===== src/rtl/vlg_run_ctrl.sv =====
// vlg_run_ctrl: run sequencer for a controlled block.
// A start request holds the block in reset for RST_CYCLES cycles, waits
// SETTLE_CYCLES cycles with reset released, then enables the block for
// RUN_CYCLES cycles and raises a sticky done flag. All outputs are registered.
// Ports:
//   i_clk        system clock
//   i_rst        asynchronous active-high reset
//   i_start      start pulse, honoured only in IDLE or DONE
//   i_abort      abort, higher priority than i_start
//   o_dut_rst_n  active-low reset to the controlled block
//   o_run_en     run enable to the controlled block
//   o_busy       high in RST_HOLD, SETTLE and RUN
//   o_done       sticky completion flag
//   o_cycle_cnt  RUN cycles completed in the current/last run
module vlg_run_ctrl #(
   parameter int RST_CYCLES    = 100,
   parameter int SETTLE_CYCLES = 1,
   parameter int RUN_CYCLES    = 300000,
   parameter int CNT_W         = 20
) (
   input  logic             i_clk,
   input  logic             i_rst,
   input  logic             i_start,
   input  logic             i_abort,
   output logic             o_dut_rst_n,
   output logic             o_run_en,
   output logic             o_busy,
   output logic             o_done,
   output logic [CNT_W-1:0] o_cycle_cnt
);

   localparam logic [2:0] ST_IDLE     = 3'd0;
   localparam logic [2:0] ST_RST_HOLD = 3'd1;
   localparam logic [2:0] ST_SETTLE   = 3'd2;
   localparam logic [2:0] ST_RUN      = 3'd3;
   localparam logic [2:0] ST_DONE     = 3'd4;

   // One phase counter serves all timed states; size it for the longest one.
   localparam int PH_MAX = (RUN_CYCLES > RST_CYCLES) ?
                           ((RUN_CYCLES > SETTLE_CYCLES) ? RUN_CYCLES : SETTLE_CYCLES) :
                           ((RST_CYCLES > SETTLE_CYCLES) ? RST_CYCLES : SETTLE_CYCLES);
   localparam int PH_W   = (PH_MAX > 1) ? $clog2(PH_MAX) : 1;

   localparam logic [PH_W-1:0] RST_LAST    = PH_W'(RST_CYCLES - 1);
   localparam logic [PH_W-1:0] SETTLE_LAST = PH_W'(SETTLE_CYCLES - 1);
   localparam logic [PH_W-1:0] RUN_LAST    = PH_W'(RUN_CYCLES - 1);

   // The cycle counter must never wrap.
   if ((RUN_CYCLES >> CNT_W) != 0) begin : g_cnt_too_narrow
      $error("vlg_run_ctrl: RUN_CYCLES does not fit in CNT_W bits");
   end

   logic [2:0]      r_state;
   logic [2:0]      w_state_nxt;
   logic [PH_W-1:0] r_phase;
   logic [CNT_W-1:0] r_cycle_cnt;

   always_comb begin
      w_state_nxt = r_state;
      case (r_state)
         ST_IDLE: begin
            if (!i_abort && i_start) w_state_nxt = ST_RST_HOLD;
         end
         ST_RST_HOLD: begin
            if (i_abort)                  w_state_nxt = ST_IDLE;
            else if (r_phase == RST_LAST) w_state_nxt = ST_SETTLE;
         end
         ST_SETTLE: begin
            if (i_abort)                     w_state_nxt = ST_IDLE;
            else if (r_phase == SETTLE_LAST) w_state_nxt = ST_RUN;
         end
         ST_RUN: begin
            if (i_abort)                  w_state_nxt = ST_IDLE;
            else if (r_phase == RUN_LAST) w_state_nxt = ST_DONE;
         end
         ST_DONE: begin
            if (i_abort)      w_state_nxt = ST_IDLE;
            else if (i_start) w_state_nxt = ST_RST_HOLD;
         end
         default: w_state_nxt = ST_IDLE;
      endcase
   end

   always_ff @(posedge i_clk or posedge i_rst) begin
      if (i_rst) begin
         r_state     <= ST_IDLE;
         r_phase     <= '0;
         r_cycle_cnt <= '0;
         o_dut_rst_n <= 1'b0;
         o_run_en    <= 1'b0;
         o_busy      <= 1'b0;
         o_done      <= 1'b0;
      end else begin
         r_state <= w_state_nxt;

         // Cleared on every state entry; only advances while in a timed state.
         if (w_state_nxt != r_state) begin
            r_phase <= '0;
         end else if (r_state == ST_RST_HOLD || r_state == ST_SETTLE || r_state == ST_RUN) begin
            r_phase <= r_phase + 1'b1;
         end

         // Count the RUN cycle just completed, even on abort, so a partial
         // count survives for debug.
         if (r_state == ST_RUN) begin
            r_cycle_cnt <= r_cycle_cnt + 1'b1;
         end else if (w_state_nxt == ST_RST_HOLD) begin
            r_cycle_cnt <= '0;
         end

         // Outputs decoded from the next state so they line up with it.
         o_dut_rst_n <= (w_state_nxt == ST_SETTLE) || (w_state_nxt == ST_RUN) ||
                        (w_state_nxt == ST_DONE);
         o_run_en    <= (w_state_nxt == ST_RUN);
         o_busy      <= (w_state_nxt == ST_RST_HOLD) || (w_state_nxt == ST_SETTLE) ||
                        (w_state_nxt == ST_RUN);
         o_done      <= (w_state_nxt == ST_DONE);
      end
   end

   assign o_cycle_cnt = r_cycle_cnt;

endmodule


===== config.mk =====
export PLATFORM = sky130hd
export DESIGN_NAME = vlg_run_ctrl
export DESIGN_NICKNAME = d
export VERILOG_FILES = /design/src/rtl/vlg_run_ctrl.sv
export SDC_FILE = /design/constraint.sdc
export NUM_CORES = 1
export LEC_CHECK = 0
export CAP_MARGIN = 20
export CORE_AREA = 4 4 78 80
export CTS_CLUSTER_SIZE = 40
export DETAILED_ROUTE_END_ITERATION = 10
export DIE_AREA = 0 0 82 84
export MAX_ROUTING_LAYER = met4
export PLACE_DENSITY = 0.84
export RECOVER_POWER = 25
export SETUP_SLACK_MARGIN = 0.15
export SYNTH_ARGS = -nofsm -noshare
export SYNTH_HDL_FRONTEND = slang
export SYNTH_SLANG_ARGS = --single-unit
export TNS_END_PERCENT = 5

===== constraint.sdc =====
create_clock -name i_clk -period 2.2 [get_ports i_clk]
set_clock_uncertainty 0.15 [all_clocks]
set_input_delay 0.44 -clock i_clk [delete_from_list [all_inputs] [get_ports i_clk]]
set_output_delay 0.44 -clock i_clk [all_outputs]
set_load 0.1 [all_outputs]

==> results.tsv <==
metric	value	unit
Mapped Avg Cell Area	9.62	um2
Layout area overhead	39.6	%
sw frac	35.6	%
pwr dens	569	mW/mm2
Final Slew Violations	0	
overall die area	0.00689	mm2
Post-synth ARST share	100	%
gr ovfl total	0	
number of global-route vias before repair	2353	
Worst Max-Slew Pin Slew	613	ps
initial antenna violation count	0	
Cell Int Power	1.34	mW
RSZ-0062 raised after global routing	yes	
area leader, netlist	dfrtp_1	
Finished Layout Cells	408	
wire per inst	19.1	um
Fin Setup TNS	-7.72	ps
first-pass GRT wire length	11.1	mm
Area contributors post-synth	dfrtp_1 44%, nor3_1 5.5%, nand3_1 5.4%, xor2_1 4.0%, xnor2_1 3.0%	
Cells after Synth	272	
hold crit path type	reg2reg	
area share of the largest cell type after synthesis	44.0	%
Die H	84	um
critical path startpoint category	register	
Slew HR	59.2	%
nets	342	
share of cells above drive strength 1	43.5	%
CTS Hold Bufs	0	
FP Rows	27	
drt pass-1 iters	6	
Fmax	0.453	GHz
failing checks	negative setup slack	
Final Critical Period	2210	ps
final hold vios	0	
period utilization	100	%
post-synthesis sequential area ratio	44.0	%
CTS sink cnt	46	
Crit. End Element	register	
leak pwr	1.58	nW
CTS HTree Levels	2	
critical path type	reg2reg	
deepest clock path buffer count	2	
pin count of the biggest net entering global routing	25	
CTS clk-pin slew, worst paths	90	ps
EDFF count, synth	0	
Worst-Skew Late Latency	300	ps
post-synth cell types	54	
DP HPWL	4.31	mm
core footprint	0.00541	mm2
Synth Flop Type	dfrtp_1	
root buffer cell	clkbuf_8	
Cell Chain, Critical Path	or4_4, nand4b_4, o21ai_4, buf_12, o2bb2ai_4, nor3_2	
worst path required time	2220	ps
# diodes	0	
Net Sw Power	0.739	mW
Clk pwr share	28.2	%
sequential share of power	45.4	%
Setup WS post-layout	-7.51	ps
Hold Slack	361	ps
DRT Wirelength	7.78	mm
initial core utilization	48.4	%
Vias/cell	6.23	
Synth Register Bits	46	
Critical Path Fanout Max	7	
port bufs	27	
Inserted Clock Buffers	5	
Max IR drop VDD	369	uV
CTS tree	yes	
die span in x	82	um
residual DRC count	0	
slowest CP cell	or4_4	
Routed Antenna Nets	0	
Final Setup Violations	2	
Synth Warn #	0	
status	finished with violations	
delay of the slowest critical-path stage	580	ps
number of cells after detailed placement	391	
MaxCap Viol Count	0	
crit path DAT	2230	ps
Tot GR Track Use	20.6	%
family with the most delay on the worst path	simple AND/OR/NAND/NOR gates	
RePlAce Congestion	0.850	
Post-Syn Area	0.00262	mm2
IO Count	28	
Iteration-0 DRC Markers	259	
CP Buf/Inv Count	1	
Post-Syn Nets	279	
DR vias	2541	
Combinational Power Share	26.4	%
## through the flow
stage	instance area, um2	total power, mW	setup WS [ps]	util, %
after CTS	3360	2.02	61.0	62.1
after detailed placement	3140	1.42	-87.3	58.1
after global routing	3650	2.15	-47.9	67.6
after floorplan	2680	1.30	77.9	-
after global placement	3140	1.41	-15.5	58.1
final	3650	2.08	-7.51	67.6
## kinds of logic (layout without fill, tap and decap cells)
family	after synthesis	after routing	synth area share [%]
compound gates	42	45	12.3
xor+xnor	21	21	7.03
buf+inv	23	84	5.40
flops	46	46	44.0
mux	1	1	0.383
simple gates	136	136	29.4
fa+ha+maj	3	3	1.43
## power groups by stage
stage	combinational, mW	clock [mW]	sequential (mW)
2_1_floorplan	0.138	0	1.16
3_3_place_gp	0.456	0	0.952
3_5_place_dp	0.465	0	0.956
4_1_cts	0.490	0.592	0.938
5_1_grt	0.574	0.628	0.952
6_report	0.549	0.587	0.943
## path summary, 6_finish.rpt
check	from	endpoint	slack (ps)	cells past startpoint
max	r_phase[10]	r_phase[5]	-8	6
min	o_cycle_cnt[13]	o_cycle_cnt[13]	360	1
max reg2reg	r_phase[10]	r_phase[5]	-8	6
min reg2reg	o_cycle_cnt[13]	o_cycle_cnt[13]	360	1
max in group asynchronous	i_rst	r_phase[1]	520	3
min in group asynchronous	i_rst	o_cycle_cnt[11]	420	2
## cells in the mapped netlist (all sizes together) (4+ instances only)
cell    count
dfrtp      46
nor3       30
nand3      28
nand2      16
nor2       12
xor2       12
inv        11
nand4      11
a21oi       9
o21ai       9
xnor2       9
and2        8
clkbuf      8
and3        7
a31oi       5
and4        4
## final cells by class
| class | instances | area (um2) |
|---|---|---|
| fill | 380 | 1750 |
| clock buffer | 7 | 96.3 |
| multi-input combinational | 206 | 1680 |
| inverter | 11 | 41.3 |
| timing repair buffer | 65 | 551 |
| tap | 72 | 90.1 |
| sequential | 46 | 1190 |
| clock inverter | 1 | 8.76 |
## worst register-to-register path, delay by kind of cell (launching register included)
family	cells	cell delay, ps
AOI/OAI and AO/OA	2	410
and+or+nand+nor	3	940
DFF	1	390
buffers and inverters	1	170
## routing by layer
metal / GRT usage (%) / share of wire, % / wire [um]
met1: 26.6 / 39 / 3010
met2: 33.1 / 53 / 4100
met3: 3.67 / 6.0 / 463
met4: 5.59 / 2.6 / 206
met5: - / 0 / 0
## cells in the final DEF (no fill, tap or decap), types with 4 or more instances in the layout
master | synthesis | final
clkbuf_8 | 2 | 7
o21ai_0 | 8 | 5
nand4_1 | 11 | 11
o2bb2ai_4 | 0 | 4
nand3_2 | 0 | 8
buf_4 | 0 | 54
and2_1 | 8 | 5
inv_1 | 11 | 11
nor3_2 | 1 | 17
dfrtp_4 | 0 | 7
dfrtp_2 | 0 | 8
a31oi_1 | 5 | 4
a21oi_1 | 9 | 6
nor3_1 | 29 | 9
nand3_1 | 28 | 19
and3_1 | 4 | 4
dfrtp_1 | 46 | 31
nor2_1 | 12 | 12
nand2_1 | 16 | 15
xor2_1 | 12 | 12
buf_6 | 2 | 4
xnor2_1 | 9 | 9
nor3_4 | 0 | 4
## sequential cells by signal, summed over array words and instances, names as in the netlist
signal,flops
o_done,1
o_run_en,1
r_phase,19
o_busy,1
r_state,3
o_dut_rst_n,1
o_cycle_cnt,20
## what timing repair did
| action | 4_1_cts | 5_1_grt |
|---|---|---|
| resized for setup | 8 | 51 |
| gates cloned | 2 | 3 |
| setup buffers | 2 | 2 |
| setup endpoints to repair | 36 | 45 |
| endpoints found under the hold margin | 0 | 0 |
| pin swaps | 2 | 29 |
No activity file was read; power rests on OpenSTA's default activity.
